`src/rtl/swan_pkg.sv`:
```
// Shared constants and types for the SWAN vartheta diffusion layer.
package swan_pkg;

    localparam int SWAN_BLOCK_SIZE  = 64;
    localparam int SWAN_SIDE_SIZE   = SWAN_BLOCK_SIZE / 2;
    localparam int SWAN_COLUMN_SIZE = SWAN_SIDE_SIZE / 4;
    localparam int SWAN_NUM_COLUMNS = 4;

    // Left rotation (toward bit 0, the MSB) applied to each column, column 0 first.
    localparam int SWAN_THETA_ROT [0:SWAN_NUM_COLUMNS-1] = '{1, 6, 7, 0};

    // Half-block word, bit 0 is the most significant bit.
    typedef logic [0:SWAN_SIDE_SIZE-1] theta_word_t;

endpackage

```
`src/rtl/swan_col_rot.sv`:
```
// Combinational rotation of one column. dir=0 rotates toward bit 0 (left),
// dir=1 rotates the other way, undoing the forward map.
module swan_col_rot #(
    parameter int COLUMN_SIZE = 8,
    parameter int ROT_W       = $clog2(COLUMN_SIZE)
) (
    input  logic [ROT_W-1:0]       rot,
    input  logic                   dir,
    input  logic [0:COLUMN_SIZE-1] i,
    output logic [0:COLUMN_SIZE-1] o
);

    // Output bit j takes input bit (j +/- rot) mod COLUMN_SIZE; the index wraps
    // naturally because COLUMN_SIZE is a power of two.
    always_comb begin
        logic [ROT_W-1:0] idx;
        o   = '0;
        idx = '0;
        for (int j = 0; j < COLUMN_SIZE; j++) begin
            if (!dir) begin
                idx = ROT_W'(j) + rot;
            end else begin
                idx = ROT_W'(j) - rot;
            end
            o[j] = i[idx];
        end
    end

endmodule

```
`src/rtl/swan_vartheta.sv`:
```
// SWAN vartheta layer for one Feistel half: per-column bit rotation with a
// registered output and a one-cycle valid.
module swan_vartheta
    import swan_pkg::*;
#(
    parameter int BLOCK_SIZE  = 64,
    parameter int SIDE_SIZE   = BLOCK_SIZE / 2,
    parameter int COLUMN_SIZE = SIDE_SIZE / 4
) (
    input  logic                 clk,
    input  logic                 rst_n,
    input  logic                 in_valid,
    input  logic                 inv,
    input  logic [0:SIDE_SIZE-1] x,
    output logic                 out_valid,
    output logic [0:SIDE_SIZE-1] y
);

    localparam int ROT_W = (COLUMN_SIZE > 1) ? $clog2(COLUMN_SIZE) : 1;

    // Only the 32-bit half with 8-bit columns is supported.
    generate
        if (SIDE_SIZE != SWAN_SIDE_SIZE || COLUMN_SIZE != SWAN_COLUMN_SIZE ||
            BLOCK_SIZE != 2 * SIDE_SIZE) begin : g_bad_size
            $error("swan_vartheta: only SIDE_SIZE=32 / COLUMN_SIZE=8 is supported");
        end
    endgenerate

    logic [0:SIDE_SIZE-1] map_w;
    logic [0:SIDE_SIZE-1] y_d, y_q;
    logic                 out_valid_d, out_valid_q;

    // One rotator per column; columns never exchange bits.
    generate
        for (genvar gi = 0; gi < SWAN_NUM_COLUMNS; gi++) begin : g_col
            swan_col_rot #(
                .COLUMN_SIZE (COLUMN_SIZE),
                .ROT_W       (ROT_W)
            ) u_col_rot (
                .rot (ROT_W'(SWAN_THETA_ROT[gi])),
                .dir (inv),
                .i   (x[gi*COLUMN_SIZE +: COLUMN_SIZE]),
                .o   (map_w[gi*COLUMN_SIZE +: COLUMN_SIZE])
            );
        end
    endgenerate

    // Capture a new result on a transfer, otherwise hold y and drop valid.
    always_comb begin
        y_d         = y_q;
        out_valid_d = in_valid;
        if (in_valid) begin
            y_d = map_w;
        end
    end

    // Output register with asynchronous clear.
    always_ff @(posedge clk or negedge rst_n) begin
        if (!rst_n) begin
            y_q         <= '0;
            out_valid_q <= 1'b0;
        end else begin
            y_q         <= y_d;
            out_valid_q <= out_valid_d;
        end
    end

    assign y         = y_q;
    assign out_valid = out_valid_q;

endmodule

```
`config.mk`:
```
export PLATFORM = sky130hd
export DESIGN_NAME = swan_vartheta
export DESIGN_NICKNAME = d
export VERILOG_FILES = /design/src/rtl/swan_pkg.sv /design/src/rtl/swan_col_rot.sv /design/src/rtl/swan_vartheta.sv
export SDC_FILE = /design/constraint.sdc
export NUM_CORES = 1
export LEC_CHECK = 0
export ABC_AREA = 1
export CORE_UTILIZATION = 50
export DETAILED_ROUTE_END_ITERATION = 12
export PLACE_DENSITY_LB_ADDON = 0.05
export SKIP_LAST_GASP = 1
export SYNTH_ARGS = -nofsm -noshare
export SYNTH_HDL_FRONTEND = slang
export SYNTH_HIERARCHICAL = 1
export SYNTH_SLANG_ARGS = --single-unit
```
`constraint.sdc`:
```
create_clock -name clk -period 0.86 [get_ports clk]
set_clock_uncertainty 0.1 [all_clocks]
set_input_delay 0.172 -clock clk [delete_from_list [all_inputs] [get_ports clk]]
set_output_delay 0.172 -clock clk [all_outputs]
set_load 0.1 [all_outputs]
```
==> results.py, run 1 <==
metrics = {
    "power": {
        "seq_power_share_pct": 24.6,
        "intPower_mw": 4.72,
        "p_clk_share_pct": 13.2,
        "p_per_area_nw_per_um2": 1530,
        "p_switching_mw": 4.53,
        "vdd_ir_drop_max_v": 0.00143,
        "switching_share_pct": 49.0,
        "p_comb_share_pct": 62.2,
        "total_leakage_power_nw": 3.47,
    },
    "sta": {
        "fmax_ghz": 0.799,
        "hold_violations": 0,
        "period_share_pct": 146,
        "fin_crit_ns": 1.25,
        "setup_viol": 59,
        "slew_violations": 0,
        "rsz0062_at_grt": "yes",
        "layout_setup_ws_ns": -0.392,
    },
    "worst_setup_path": {
        "endpoint": "y[0]",
        "critical_path.slowest_cell": "dfrtp_4",
        "cp_num_buf_inv": 1,
        "critPathArrivalTime_ns": 0.98,
        "slowest_delay_ns": 0.51,
        "critPathLaunchType": "flop",
        "ff2ff_setup_slack_ns": -0.16,
        "worstSetupPathType": "flop to output port",
        "r2r_end": "y[25]$_DFFE_PN0P_",
        "end_kind": "output port",
        "crit_family": "flip-flops",
        "crit_path_cell_trace": "buf_12",
        "cp_max_fo": 2,
        "worstPathRequired_ns": 0.59,
        "r2r-start": "y[25]$_DFFE_PN0P_",
        "rr_worst_depth": 4,
        "crit_start": "y[0]$_DFFE_PN0P_",
        "crit_cells": 1,
    },
    "run_status": {
        "violations": "setup timing",
        "status": "finished with violations",
    },
    "clock_tree": {
        "clockBufferDepth": 2,
        "clock-sinks": 33,
        "cts-root-buf": "clkbuf_8",
        "clock_latency_ns": 0.29,
        "cts_tree": "yes",
        "h-tree-depth": 2,
        "clk_pin_slew_ns": 0.07,
        "numCtsBuffers": 5,
    },
    "grt": {
        "grt_pass1_vias": 4393,
        "grt_use_total_pct": 31.7,
        "grt_pass1_wl_um": 19000,
        "antenna_found_initial": 0,
        "overflow": 0,
        "grt_max_degree": 34,
    },
    "cells_and_area": {
        "final_cell_mix": "nand2_1 (390), nand2_2 (112), buf_4 (60)",
        "multi_input_area_um2": 2940,
        "layout-drive-gt1-share_pct": 37.5,
        "final_nets": 885,
        "antenna_cells": 0,
        "ff_latch_area_um2": 950,
        "layout_commonest_cell": "nand2_1",
        "final_util_pct": 87.4,
        "fillers": 402,
        "syn_to_final_growth_pct": 65.4,
    },
    "placed_design": {
        "gp_congestion": 0.888,
        "port_buffers": 68,
        "dpl_worst_slack_ns": -0.593,
        "place_hpwl_um": 7710,
    },
    "synth": {
        "synth_area_um2": 3650,
        "ys.warnings.count": 6,
        "syn_inst": 671,
        "synth_seq_area_share_pct": 22.6,
        "synth_cell_types": 14,
        "avgSynthCellArea_um2": 5.44,
        "synth-seq-cells": 33,
    },
    "drt": {
        "routed_wl_um": 14100,
        "vias": 4985,
        "antenna_left": 0,
        "first_pass_iters": 6,
        "vias_per_cell": 5.32,
        "drc": 0,
        "wl_per_cell_um": 15.0,
        "drt_iter0_drc": 332,
    },
    "floorplanning": {
        "core_um2": 6910,
        "die_w_um": 87.4,
        "ioPinCount": 69,
        "start_util_pct": 52.8,
        "die-area_um2": 7640,
        "die_y_um": 87.4,
        "rows": 30,
    },
    "worst_hold_path": {
        "hold_path_class": "primary input to asynchronous set/reset pin",
    },
    "run": {
        "max-cap-violations": 0,
    },
}
## layout make-up
| cell class | count | share of cell area [%] |
|---|---|---|
| Multi-Input combinational cell | 620 | 48.7 |
| Timing Repair Buffer | 152 | 29.7 |
| Tap cell | 96 | 1.99 |
| Sequential cell | 33 | 15.7 |
| Clock buffer | 6 | 1.37 |
| Inverter | 29 | 2.43 |
| Clock inverter | 1 | 0.124 |
## metrics by stage
step	std cells	hold slack (ns)	total power, mW	cell area (um2)	TNS (ns)
finish	937	0.164	9.25	6030	-14.13
CTS	922	0.171	8.48	5530	-13.53
floorplan	705	-0.224	5.34	3900	-3.14
detailed placement	865	0.438	6.94	4940	-20.13
global placement	865	0.433	6.86	4940	-18.47
global route	937	0.180	9.61	6030	-15.50
## power groups by stage
| stage | Clock [mW] | Combinational (mW) | Sequential, mW |
|---|---|---|---|
| after floorplan | 0 | 1.48 | 3.86 |
| after global placement | 0 | 4.59 | 2.28 |
| after detailed placement | 0 | 4.67 | 2.27 |
| after CTS | 1.21 | 5.04 | 2.24 |
| after global routing | 1.29 | 6.03 | 2.29 |
| final | 1.22 | 5.75 | 2.28 |
## kinds of logic after synthesis
family                     count (synthesis)  synth area share [%]
other                                      2                 0.206
DFF                                       33                  22.6
buffers and inverters                     52                  10.1
and+or+nand+nor                          576                  64.4
adders and majority gates                  8                  2.74
## worst reg2reg max path, stage by stage, from the launching register on
cell and delay, ns:
dfrtp_4 0.50, buf_6 0.13, buf_6 0.10, nand2_4 0.04, nand2_2 0.04
## sequential cells by signal, indices dropped and copies added, names as in the netlist
signal	cells
y	32
out_valid	1
## per-layer routing
layer	GRT usage [%]	vias up	wire length (um)
met5	0	-	0
met2	60.2	301	7000
met4	12.4	0	858
met1	34.9	2249	5190
met3	5.31	100	1030
li1	-	2335	-
## worst min path at each step
stage / from / end / slack [ns] / depth (start not counted)
global route: rst_n / y[17]$_DFFE_PN0P_ / 0.18 / 2
global placement: y[27]$_DFFE_PN0P_ / y[27]$_DFFE_PN0P_ / 0.43 / 2
finish: rst_n / y[18]$_DFFE_PN0P_ / 0.16 / 2
detailed placement: y[30]$_DFFE_PN0P_ / y[30]$_DFFE_PN0P_ / 0.44 / 2
floorplan: rst_n / out_valid$_DFF_PN0_ / -0.22 / 0
CTS: rst_n / y[18]$_DFFE_PN0P_ / 0.17 / 2
## cells in the mapped netlist, drive strengths merged
| master | instances | share of area (%) |
|---|---|---|
| conb | 2 | 0.21 |
| nand2 | 528 | 58 |
| ha | 8 | 2.7 |
| clkbuf | 3 | 1.1 |
| dfrtp | 33 | 23 |
| inv | 29 | 3.2 |
| nand3 | 48 | 6.6 |
| buf | 20 | 5.7 |
## repair_timing
item | in CTS | in global routing
pin swaps | 53 | 131
gates resized for setup | 67 | 147
hold buffers | 0 | 0
setup endpoints to repair | 66 | 65
setup buffers | 49 | 23
gates cloned | 1 | 0
No activity file was read; power rests on OpenSTA's default activity.
==> run 2: changes to the inputs <==
--- a/config.mk
+++ b/config.mk
@@ -7,6 +7,7 @@
 export LEC_CHECK = 0
 export ABC_AREA = 1
 export CORE_UTILIZATION = 50
+export CTS_BUF_LIST = sky130_fd_sc_hd__clkbuf_16
 export DETAILED_ROUTE_END_ITERATION = 12
 export PLACE_DENSITY_LB_ADDON = 0.05
 export SKIP_LAST_GASP = 1
==> results.py, run 2 (synthesized netlist as in run 1, its figures left out) <==
metrics = {
    "worst_setup_path": {
        "end_kind": "output port",
        "crit_start": "y[10]$_DFFE_PN0P_",
        "cp_num_buf_inv": 1,
        "worstSetupPathType": "flop to output port",
        "rr_worst_depth": 4,
        "critical_path.slowest_cell": "dfrtp_4",
        "cp_max_fo": 2,
        "r2r-start": "y[28]$_DFFE_PN0P_",
        "critPathArrivalTime_ns": 0.97,
        "crit_path_cell_trace": "buf_12",
        "critPathLaunchType": "flop",
        "worstPathRequired_ns": 0.59,
        "crit_family": "flip-flops",
        "r2r_end": "y[28]$_DFFE_PN0P_",
        "ff2ff_setup_slack_ns": -0.16,
        "slowest_delay_ns": 0.51,
    },
    "sta": {
        "hold_ws_ns": 0.178,
        "setup_viol": 63,
        "rsz0062_at_grt": "yes",
        "hold_violations": 0,
        "fmax_ghz": 0.806,
        "layout_setup_ws_ns": -0.380,
        "slew_violations": 0,
        "fin_crit_ns": 1.24,
        "period_share_pct": 144,
        "setup_tns_ns": -13.84,
    },
    "floorplanning": {
        "die-area_um2": 7640,
        "die_y_um": 87.4,
        "start_util_pct": 52.8,
        "die_w_um": 87.4,
        "core_um2": 6910,
        "rows": 30,
        "ioPinCount": 69,
    },
    "cells_and_area": {
        "instances_no_fill": 938,
        "final_area_um2": 6140,
        "syn_to_final_growth_pct": 68.3,
        "final_cell_mix": "nand2_1 (379), nand2_2 (123), buf_4 (60)",
        "final_nets": 886,
        "layout-drive-gt1-share_pct": 38.8,
        "layout_commonest_cell": "nand2_1",
        "largest_reg_flops": 32,
        "antenna_cells": 0,
    },
    "clock_tree": {
        "clock-sinks": 33,
        "clock_latency_ns": 0.28,
        "numCtsBuffers": 5,
        "clk_pin_slew_ns": 0.06,
        "cts-root-buf": "clkbuf_16",
        "cts_tree": "yes",
        "h-tree-depth": 2,
        "cts_hold_buf": 0,
        "clockBufferDepth": 2,
    },
    "drt": {
        "antenna_left": 0,
        "wl_per_cell_um": 15.7,
        "drc": 0,
        "routed_wl_um": 14700,
        "vias_per_cell": 5.51,
        "first_pass_iters": 6,
        "vias": 5170,
        "drt_iter0_drc": 446,
    },
    "run_status": {
        "status": "finished with violations",
        "violations": "setup timing",
    },
    "grt": {
        "grt_pass1_wl_um": 19100,
        "grt_max_degree": 34,
        "overflow": 0,
        "antenna_found_initial": 0,
        "grt_pass1_vias": 4431,
        "grt_use_total_pct": 32.1,
    },
    "worst_hold_path": {
        "hold_path_class": "primary input to asynchronous set/reset pin",
    },
    "placed_design": {
        "place_hpwl_um": 7710,
        "port_buffers": 68,
        "gp_congestion": 0.888,
        "placed_area_um2": 4940,
        "dpl.cell_count": 865,
    },
    "power": {
        "p_per_area_nw_per_um2": 1600,
        "vdd_ir_drop_max_v": 0.00148,
        "total_leakage_power_nw": 3.50,
    },
    "run": {
        "max-cap-violations": 0,
    },
}
## run 2: cell types whose count changed in the layout (fill, tap and decap cells not counted), moves of 2 or more
cell | previous run | this run
nand2_2 | 112 | 123
clkdlybuf4s15_1 | 11 | 14
nand3_1 | 47 | 45
clkbuf_16 | 0 | 5
nand3_2 | 1 | 3
nand2_1 | 390 | 379
dlygate4sd2_1 | 17 | 15
clkbuf_8 | 6 | 0
## run 2: worst max path at each step
stage | endpoint | slack [ns] | cells after the start
finish | y[10] | -0.38 | 1
global route | y[14] | -0.38 | 1
CTS | y[4] | -0.37 | 1
detailed placement | y[4]$_DFFE_PN0P_ | -0.59 | 10
global placement | y[22]$_DFFE_PN0P_ | -0.55 | 10
floorplan | y[0]$_DFFE_PN0P_ | -0.09 | 2
## run 2: what timing repair did
item                       4_1_cts  5_1_grt
setup endpoints to repair       66       65
cloned                           1        0
setup buffers                   52       19
gates resized for setup         74      154
pin swaps                       64      151
## run 2: where the power goes
group	internal, mW	switching [mW]
combinational	2.16	3.66
clock	1.04	0.652
sequential	1.94	0.335
## run 2: through the flow
step | power, mW | util (%) | setup WS [ns]
3_5_place_dp | 6.94 | 71.6 | -0.593
2_1_floorplan | 5.34 | - | -0.0930
3_3_place_gp | 6.86 | 71.6 | -0.547
5_1_grt | 10.2 | 88.9 | -0.383
4_1_cts | 9.01 | 81.4 | -0.371
6_report | 9.81 | 88.9 | -0.380
## run 2: area by class of cell
| type | count | area (um2) |
|---|---|---|
| multi-input cells | 620 | 2980 |
| repair buffers | 153 | 1810 |
| flip-flops and latches | 33 | 950 |
| fillers | 358 | 768 |
| inverters | 29 | 149 |
| clock buffers | 5 | 125 |
| well taps | 96 | 120 |
| clock inverters | 2 | 11.3 |
## run 2: metal layers
metal	GRT usage [%]	part of all wire, %	up-vias
met2	60.7	49	412
met4	13.1	6.6	0
met1	35.1	36	2301
met5	0	0	-
li1	-	-	2335
met3	5.69	8.3	122
